**src/rtl/bka17_share_arbiter.sv**
```systemverilog
// Round-robin share arbiter feeding one 17-bit Brent-Kung adder through a two-stage
// pipeline (operand stage A, result stage B) with valid/ready on both sides.

module ubbka_16_0_16_0 (
  input  logic [16:0] a_i,
  input  logic [16:0] b_i,
  output logic [17:0] s_o
);
  localparam int W   = 17;
  localparam int LVL = 5;

  logic [W-1:0] p_s;
  logic [W-1:0] gp_s;
  logic [W-1:0] pp_s;

  // Brent-Kung prefix: up-sweep builds power-of-two spans, down-sweep fills the gaps
  always_comb begin
    int step;
    int j;
    step = 32'sd0;
    j    = 32'sd0;
    p_s  = a_i ^ b_i;
    gp_s = a_i & b_i;
    pp_s = p_s;
    for (int d = 0; d < LVL; d++) begin
      step = 32'sd1 << d;
      for (int i = 0; i < W; i++) begin
        j = (i >= step) ? (i - step) : 32'sd0;
        if (((i + 32'sd1) % (step * 32'sd2)) == 32'sd0) begin
          gp_s[i] = gp_s[i] | (pp_s[i] & gp_s[j]);
          pp_s[i] = pp_s[i] & pp_s[j];
        end else begin
          gp_s[i] = gp_s[i];
        end
      end
    end
    for (int d = LVL - 2; d >= 0; d--) begin
      step = 32'sd1 << d;
      for (int i = 0; i < W; i++) begin
        j = (i >= step) ? (i - step) : 32'sd0;
        if ((i >= (32'sd3 * step - 32'sd1)) &&
            (((i + 32'sd1 - step) % (step * 32'sd2)) == 32'sd0)) begin
          gp_s[i] = gp_s[i] | (pp_s[i] & gp_s[j]);
          pp_s[i] = pp_s[i] & pp_s[j];
        end else begin
          gp_s[i] = gp_s[i];
        end
      end
    end
  end

  // gp_s[i] is the carry out of bit i; carry-in is zero
  assign s_o = {gp_s[W-1], p_s ^ {gp_s[W-2:0], 1'b0}};
endmodule

module bka17_share_arbiter #(
  parameter int NREQ = 4,
  parameter int IDW  = $clog2(NREQ)
) (
  input  logic                clk_i,
  input  logic                rst_i,
  input  logic [NREQ-1:0]     req_valid_i,
  output logic [NREQ-1:0]     req_ready_o,
  input  logic [17*NREQ-1:0]  req_x_i,
  input  logic [17*NREQ-1:0]  req_y_i,
  output logic                res_valid_o,
  input  logic                res_ready_i,
  output logic [17:0]         res_sum_o,
  output logic [IDW-1:0]      res_id_o,
  output logic [15:0]         acc_cnt_o
);
  localparam logic [IDW-1:0] LAST_ID = IDW'(NREQ - 1);

  logic [16:0]    opa_x_q, opa_x_d;
  logic [16:0]    opa_y_q, opa_y_d;
  logic [IDW-1:0] opa_id_q, opa_id_d;
  logic           a_full_q, a_full_d;
  logic [17:0]    res_sum_q, res_sum_d;
  logic [IDW-1:0] res_id_q, res_id_d;
  logic           res_valid_q, res_valid_d;
  logic [IDW-1:0] ptr_q, ptr_d;
  logic [15:0]    acc_cnt_q, acc_cnt_d;

  logic [NREQ-1:0] grant_s;
  logic [IDW-1:0]  grant_id_s;
  logic            grant_found_s;
  logic            b_take_s;
  logic            a_free_s;
  logic            accept_s;
  logic [16:0]     sel_x_s;
  logic [16:0]     sel_y_s;
  logic [17:0]     add_sum_s;

  // Rotating priority search starting at ptr_q
  always_comb begin
    int idx;
    idx           = 32'sd0;
    grant_found_s = 1'b0;
    grant_id_s    = '0;
    grant_s       = '0;
    for (int k = 0; k < NREQ; k++) begin
      idx = int'(ptr_q) + k;
      if (idx >= NREQ) begin
        idx = idx - NREQ;
      end else begin
        idx = idx;
      end
      if (!grant_found_s && req_valid_i[idx]) begin
        grant_found_s = 1'b1;
        grant_id_s    = IDW'(idx);
      end else begin
        grant_found_s = grant_found_s;
      end
    end
    grant_s[grant_id_s] = grant_found_s;
  end

  assign b_take_s    = a_full_q & (~res_valid_q | res_ready_i);
  assign a_free_s    = ~a_full_q | b_take_s;
  assign req_ready_o = grant_s & {NREQ{a_free_s & ~rst_i}};
  assign accept_s    = grant_found_s & a_free_s & ~rst_i;
  assign sel_x_s     = req_x_i[32'sd17 * int'(grant_id_s) +: 17];
  assign sel_y_s     = req_y_i[32'sd17 * int'(grant_id_s) +: 17];

  ubbka_16_0_16_0 u_adder (
    .a_i (opa_x_q),
    .b_i (opa_y_q),
    .s_o (add_sum_s)
  );

  // Next state of both stages, pointer and counter; accept and A->B move may share an edge
  always_comb begin
    opa_x_d     = opa_x_q;
    opa_y_d     = opa_y_q;
    opa_id_d    = opa_id_q;
    a_full_d    = a_full_q;
    res_sum_d   = res_sum_q;
    res_id_d    = res_id_q;
    res_valid_d = res_valid_q;
    ptr_d       = ptr_q;
    acc_cnt_d   = acc_cnt_q;

    if (accept_s) begin
      opa_x_d  = sel_x_s;
      opa_y_d  = sel_y_s;
      opa_id_d = grant_id_s;
      a_full_d = 1'b1;
      ptr_d    = (grant_id_s == LAST_ID) ? '0 : (grant_id_s + IDW'(1'b1));
      acc_cnt_d = acc_cnt_q + 16'd1;
    end else if (b_take_s) begin
      a_full_d = 1'b0;
    end else begin
      a_full_d = a_full_q;
    end

    if (b_take_s) begin
      res_sum_d   = add_sum_s;
      res_id_d    = opa_id_q;
      res_valid_d = 1'b1;
    end else if (res_valid_q && res_ready_i) begin
      res_valid_d = 1'b0;
    end else begin
      res_valid_d = res_valid_q;
    end
  end

  // State registers
  always_ff @(posedge clk_i or posedge rst_i) begin
    if (rst_i) begin
      opa_x_q     <= 17'd0;
      opa_y_q     <= 17'd0;
      opa_id_q    <= '0;
      a_full_q    <= 1'b0;
      res_sum_q   <= 18'd0;
      res_id_q    <= '0;
      res_valid_q <= 1'b0;
      ptr_q       <= '0;
      acc_cnt_q   <= 16'd0;
    end else begin
      opa_x_q     <= opa_x_d;
      opa_y_q     <= opa_y_d;
      opa_id_q    <= opa_id_d;
      a_full_q    <= a_full_d;
      res_sum_q   <= res_sum_d;
      res_id_q    <= res_id_d;
      res_valid_q <= res_valid_d;
      ptr_q       <= ptr_d;
      acc_cnt_q   <= acc_cnt_d;
    end
  end

  assign res_valid_o = res_valid_q;
  assign res_sum_o   = res_sum_q;
  assign res_id_o    = res_id_q;
  assign acc_cnt_o   = acc_cnt_q;
endmodule
```
**config.mk**
```make
export PLATFORM = sky130hd
export DESIGN_NAME = bka17_share_arbiter
export DESIGN_NICKNAME = d
export VERILOG_FILES = /design/src/rtl/bka17_share_arbiter.sv
export SDC_FILE = /design/constraint.sdc
export NUM_CORES = 1
export LEC_CHECK = 0
export ABC_AREA = 1
export BUFFER_PORTS_ARGS = -buffer_cell sky130_fd_sc_hd__buf_2
export CORE_ASPECT_RATIO = 0.6
export CORE_UTILIZATION = 35
export CTS_CLUSTER_SIZE = 8
export DETAILED_ROUTE_END_ITERATION = 10
export GPL_TIMING_DRIVEN = 0
export PLACE_DENSITY_LB_ADDON = 0.25
export SLEW_MARGIN = 0
export SYNTH_ARGS = -nofsm -noshare
export SYNTH_HDL_FRONTEND = slang
export SYNTH_SLANG_ARGS = --single-unit
```
**constraint.sdc**
```tcl
create_clock -name clk_i -period 3.1 [get_ports clk_i]
set_input_delay 0.155 -clock clk_i [delete_from_list [all_inputs] [get_ports clk_i]]
set_output_delay 0.155 -clock clk_i [all_outputs]
set_load 0.02 [all_outputs]
```
## Word level (Yosys, flattened, before mapping)

Cells that the tools add are included.

| cells by class | value |
|---|---|
| add/subtract/negate cells | 9 |
| multiply operators | 1 |
| order comparisons | 10 |
| equality and inequality tests | 1 |
| shifts and indexed selects | 2 |
| multiplexer cells | 31 |
| bitwise operators | 79 |
| reduce and logical (&&, ||, !) cells | 10 |

Operator list:

| cell | count |
|---|---|
| $lt 32x4->1 const B | 4 |
| $mux 32 | 4 |
| $shiftx 68x32->17 | 1 |
| $shiftx 68x8->17 | 1 |
| $and 1x1->1 | 42 |
| $xor 17x17->17 | 2 |
| $or 1x1->1 | 29 |
| $and 17x17->17 | 1 |
| $mux 1 | 17 |
| $add 16x1->16 const B | 1 |
| $sub 3x3->4 const B | 3 |
| $mux 2 | 5 |
| $ge 3x3->1 const B | 3 |
| $and 4x4->4 | 2 |
| $bmux 1 s2 | 4 |
| $mul 5x2->7 const A | 1 |
| $add 2x2->3 const B | 2 |
| $logic_and 1x1->1 | 5 |
| $reduce_bool 2->1 | 2 |
| $sub 2x3->4 const B | 1 |
| $add 2x1->3 const B | 1 |
| $ge 2x3->1 const B | 1 |
| $logic_not 1->1 | 3 |
| $lt 2x3->1 const B | 1 |
| other kinds (5) | 7 |

| storage, ports and cells | value |
|---|---|
| flip-flop bits (word level) | 76 |
| logic and storage cells | 152 |

## Longest topological paths before layout

| depth | value |
|---|---|
| depth in word-level cells | 21 |
| mapped depth | 15 |
| mapped depth without buffers | 14 |

## Cells and area by module

Synthesis repeated with hierarchy kept, for this count alone.

| unflattened totals | value |
|---|---|
| cells, all modules | 811 |
| area, all modules | 5723.0 µm² |

Modules (own cells, without submodules):

| module | times used | cells an instance | area an instance (µm²) |
|---|---|---|---|
| bka17_share_arbiter | 1 | 716 | 5017.3 |
| ubbka_16_0_16_0 | 1 | 95 | 705.7 |

## Worst setup path after synthesis

OpenSTA, ideal clock, no wires.

| timing path | value |
|---|---|
| path kind | input to output |
| start point | input port rst_i |
| end point | output port req_ready_o[0] |
| arrival time | 2.832 ns |
| data required time | 2.945 ns |
| path slack | 0.113 ns |
| stages | 5 |
| cell sequence | inv_1 nand3_2 buf_2 buf_2 nor2_1 |

| between the ends | value |
|---|---|
| cells in the longest elaborated chain, start to end | 3 |

Ends and longest elaborated chain:

| what | line | source |
|---|---|---|
| from (decl) | 61 | `input logic rst_i,` |
| $not 1->1 | 120 | `assign req_ready_o = grant_s & {NREQ{a_free_s & ~rst_i}};` |
| $and 1x1->1 | 120 |  |
| $and 4x4->4 | 120 |  |
| to (decl) | 63 | `output logic [NREQ-1:0] req_ready_o,` |

Every way passes these cells.

## Final worst setup path

| timing path | value |
|---|---|
| start point | register opa_y_q[0] |
| end point | register res_sum_q[15], in the netlist res_sum_o[15] |

| between the ends | value |
|---|---|
| cells in the longest elaborated chain, start to end | 14 |

Ends and longest elaborated chain:

| what | line | source |
|---|---|---|
| from (decl) | 75 | `logic [16:0] opa_y_q, opa_y_d;` |
| from (signal assigned) | 181 | `opa_y_q <= opa_y_d;` |
| $and 17x17->17 | 23 | `gp_s = a_i & b_i;` |
| $and 1x1->1 | 30 | `gp_s[i] = gp_s[i] \| (pp_s[i] & gp_s[j]);` |
| $or 1x1->1 | 30 |  |
| $and 1x1->1 | 30 |  |
| $or 1x1->1 | 30 |  |
| $and 1x1->1 | 30 |  |
| $or 1x1->1 | 30 |  |
| $and 1x1->1 | 43 | `gp_s[i] = gp_s[i] \| (pp_s[i] & gp_s[j]);` |
| $or 1x1->1 | 43 |  |
| $and 1x1->1 | 43 |  |
| $or 1x1->1 | 43 |  |
| $and 1x1->1 | 43 |  |
| $or 1x1->1 | 43 |  |
| $xor 17x17->17 | 53 | `assign s_o = {gp_s[W-1], p_s ^ {gp_s[W-2:0], 1'b0}};` |
| to (signal assigned) | 184 | `res_sum_q <= res_sum_d;` |
| to (decl) | 78 | `logic [17:0] res_sum_q, res_sum_d;` |

Every way passes these cells.
A chain may end at the register's enable or synchronous reset.

==> impl_metrics.env <==
export IMPL_overflow=0
export IMPL_ys_ff_latch=76
export IMPL_synth_simple_area_share_pct=37.4
export IMPL_failed_checks="DRC"
export IMPL_r2r_cells=13
export IMPL_pwr_share_comb_pct=66.6
export IMPL_initial_core_util_pct=35.8
export IMPL_r2r_slack_ns=0.20
export IMPL_drt_first_pass_iters=8
export IMPL_swShare_pct=52.6
export IMPL_die_h_um=98.9
export IMPL_hold_depth=4
export IMPL_n_antenna_cell=0
export IMPL_place_gp_congestion=0.847
export IMPL_fp_row_count=35
export IMPL_fillers=1622
export IMPL_rsz0062_at_grt="false"
export IMPL_tightest_slew_ns=0.712
export IMPL_synth_top_area_share_pct=34.7
export IMPL_holdPathEnd="res_valid_o"
export IMPL_gr_usage_met1_pct=35.2
export IMPL_synth_top_family_by_area="simple AND/OR/NAND/NOR gates"
export IMPL_clock_skew_ns=0.00625
export IMPL_synth_compound_area_share_pct=3.79
export IMPL_hold_class="in2reg"
export IMPL_power_density_nw_per_um2=1240
export IMPL_post_place_ws_ns=0.0521
export IMPL_fin_ws_ns=0.202
export IMPL_coreArea_um2=15300
export IMPL_antenna_found_initial=0
export IMPL_wl_per_cell_um=14.2
export IMPL_layout_drive_gt1_share_pct=24.6
export IMPL_synthesis_nets=967
export IMPL_nets=1163
export IMPL_met3_usage_pct=4.46
export IMPL_critPathCaptureType="register"
export IMPL_routed_via_density=4.60
export IMPL_dpl_hpwl_um=13700
export IMPL_netSwitchingPower_uw=4560
export IMPL_synth_mux_area_share_pct=0
export IMPL_cts_sinks=76
export IMPL_crit_path_start_kind="register"
export IMPL_cp_required_ns=3.30
export IMPL_place_port_buffers=183
export IMPL_setup_viol=0
export IMPL_drt_wl_total_um=17000
export IMPL_crit_path_max_fanout=4
export IMPL_dp_cells=1182
export IMPL_max_vdd_ir_drop_mv=0.363
export IMPL_synthCells=795
export IMPL_post_route_drc_count=2
export IMPL_period_needed_ns=2.90
export IMPL_grt_use_met2_pct=29.9
export IMPL_crit_arrival_ns=3.10
export IMPL_cts_root_buffer="clkbuf_16"
export IMPL_tns_ns=0
export IMPL_worst_setup_path_type="reg2reg"
export IMPL_final_cell_area_um2=7000
export IMPL_drv_slew=0
export IMPL_synthAdderAreaFrac_pct=7.85
export IMPL_clock_latency_ns=0.33
export IMPL_grt_pass1_wl_um=27200
export IMPL_die_x_um=164
export IMPL_power_frac_clock_pct=12.3
export IMPL_vias=5516
export IMPL_reg2reg_to="res_sum_o[15]"
export IMPL_max_freq_ghz=0.345
export IMPL_cts_buffers=9
export IMPL_die_area_um2=16200
export IMPL_io_pins=184
export IMPL_yosys_area_top_type="dfrtp_1"
export IMPL_final_common_cell="nand2_1"
export IMPL_relSlewSlack_pct=52.1
export IMPL_synthXorXnorAreaFrac_pct=3.52
export IMPL_ys_top_cells_by_area="dfrtp_1 35%, nand2_1 20%, nand3_1 9.5%"
export IMPL_fin_crit_sh_pct=93.5
export IMPL_clockBufferDepth=2
export IMPL_area_growth_pct=27.6
export IMPL_cts_tree="built"
export IMPL_hold_viol=0
export IMPL_busiest_layer="met1"
export IMPL_ant_nets=0
export IMPL_avgSynthCellArea_um2=6.89
export IMPL_grtUsageTotal_pct=22.0
export IMPL_ys_warn_count=0
export IMPL_fin_total_pwr_uw=8670
export IMPL_worstReg2RegStart="opa_y_q[0]"
export IMPL_leakagePower_uw=0.00407
export IMPL_grt_pass1_vias=5181
export IMPL_cts_clk_slew_worst_paths_ns=0.06
export IMPL_syn_cell_area_um2=5480
export IMPL_status="finished, violations left"
export IMPL_seq_power_share_pct=21.1
export IMPL_h_tree_depth=3
export IMPL_drt_iter0_drc=299
export IMPL_placed_cell_area_um2=6680
export IMPL_seq_area_frac_synth_pct=34.7
export IMPL_synth_cell_types=34
export IMPL_cap_viol_max_count=0
export IMPL_layout_common_cells="285 x nand2_1, 200 x buf_2, 124 x inv_1, 104 x nand3_1, 76 x dfrtp_1"
export IMPL_grt_max_degree=70
export IMPL_hold_start="res_ready_i"
export IMPL_fin_cells=1198
export IMPL_p_int_uw=4100
## flip-flops by register name, summed over array words and instances (netlist names)
signal       cells
res_sum_o       18
opa_x_q         17
opa_y_q         17
acc_cnt_o       16
opa_id_q         2
ptr_q            2
res_id_o         2
a_full_q         1
res_valid_o      1
## worst max path at each step
stage	cells past startpoint	endpoint	slack [ns]	from
2_1_floorplan	5	req_ready_o[0]	0.11	rst_i
3_5_place_dp	13	res_sum_o[15]	0.05	opa_y_q[0]
4_1_cts	13	res_sum_o[15]	0.05	opa_y_q[0]
6_report	13	res_sum_o[15]	0.20	opa_y_q[0]
5_1_grt	13	res_sum_o[15]	0.08	opa_y_q[0]
3_3_place_gp	7	req_ready_o[0]	-1.23	rst_i
## final cells by class
type / count / area, um^2 / share of cell area [%]
inverter: 130 / 490 / 7.01
clock inverter: 5 / 60.1 / 0.859
multi-input combinational: 554 / 2890 / 41.3
timing repair buffer: 185 / 953 / 13.6
clock buffer: 10 / 239 / 3.42
tap: 203 / 254 / 3.63
buffer: 35 / 210 / 3.00
sequential: 76 / 1900 / 27.2
## synthesized netlist by cell type
cell / number
fa_1: 9
buf_2: 17
a21oi_1: 5
nand3_1: 104
nand2_1: 285
nor4_1: 4
nand2_4: 1
a221oi_1: 2
buf_4: 7
clkbuf_2: 1
a21o_1: 2
nor2_1: 23
o31ai_1: 1
o21ai_0: 21
buf_1: 1
buf_6: 4
xnor2_1: 7
ha_1: 20
nand3b_1: 15
o21ai_1: 2
inv_1: 125
nor2_2: 1
nor2_4: 1
clkbuf_1: 5
a211oi_1: 2
nand3_2: 3
nand4_1: 2
or2_0: 20
xor2_1: 15
inv_2: 5
nor3_1: 3
nand2_2: 4
a31oi_1: 2
dfrtp_1: 76
## power groups by stage
stage	registers (uW)	logic [uW]	clock network [uW]
after floorplan	1970	3660	0
after detailed placement	1840	5750	0
after CTS	1830	5770	1090
after global routing	1900	6450	1130
after global placement	1840	5670	0
final	1830	5780	1070
## critical path, stage by stage, from the launching register on
cell	delay, ns
dfrtp_1	0.40
ha_1	0.20
fa_1	0.37
inv_1	0.10
nor2_1	0.06
a211oi_2	0.25
o31ai_1	0.23
nand2_1	0.10
nand2_1	0.08
nand2_1	0.07
nand2_1	0.06
fa_1	0.38
xnor2_1	0.33
o21ai_0	0.12
## through the flow
| step | hold WS (ns) | utilization (%) |
|---|---|---|
| 6_report | 0.123 | 45.6 |
| 5_1_grt | 0.139 | 45.6 |
| 4_1_cts | 0.110 | 45.6 |
| 3_5_place_dp | 0.0681 | 43.6 |
| 3_3_place_gp | 0.461 | 43.4 |
| 2_1_floorplan | 0.334 | - |
## cell families after synthesis
kind of cell	Yosys count
xor gates and xnor gates	22
and+or+nand+nor	466
AOI/OAI and AO/OA	37
adders and majority gates	29
DFF	76
buffers and inverters	165
## metal layers
| layer | up-vias | wire length (um) |
|---|---|---|
| li1 | 2837 | - |
| met1 | 2480 | 9170 |
| met2 | 189 | 6560 |
| met3 | 10 | 1200 |
| met4 | 0 | 108 |
| met5 | - | 0 |
## timing repair
item / 4_1_cts / 5_1_grt
endpoints found under the hold margin: 8 / 0
setup buffers: 0 / 0
endpoints found under the setup margin: 0 / 1
resized for setup: 0 / 1
hold buffers: 1 / 0
Note: power is estimated with default switching activity, not from simulation.
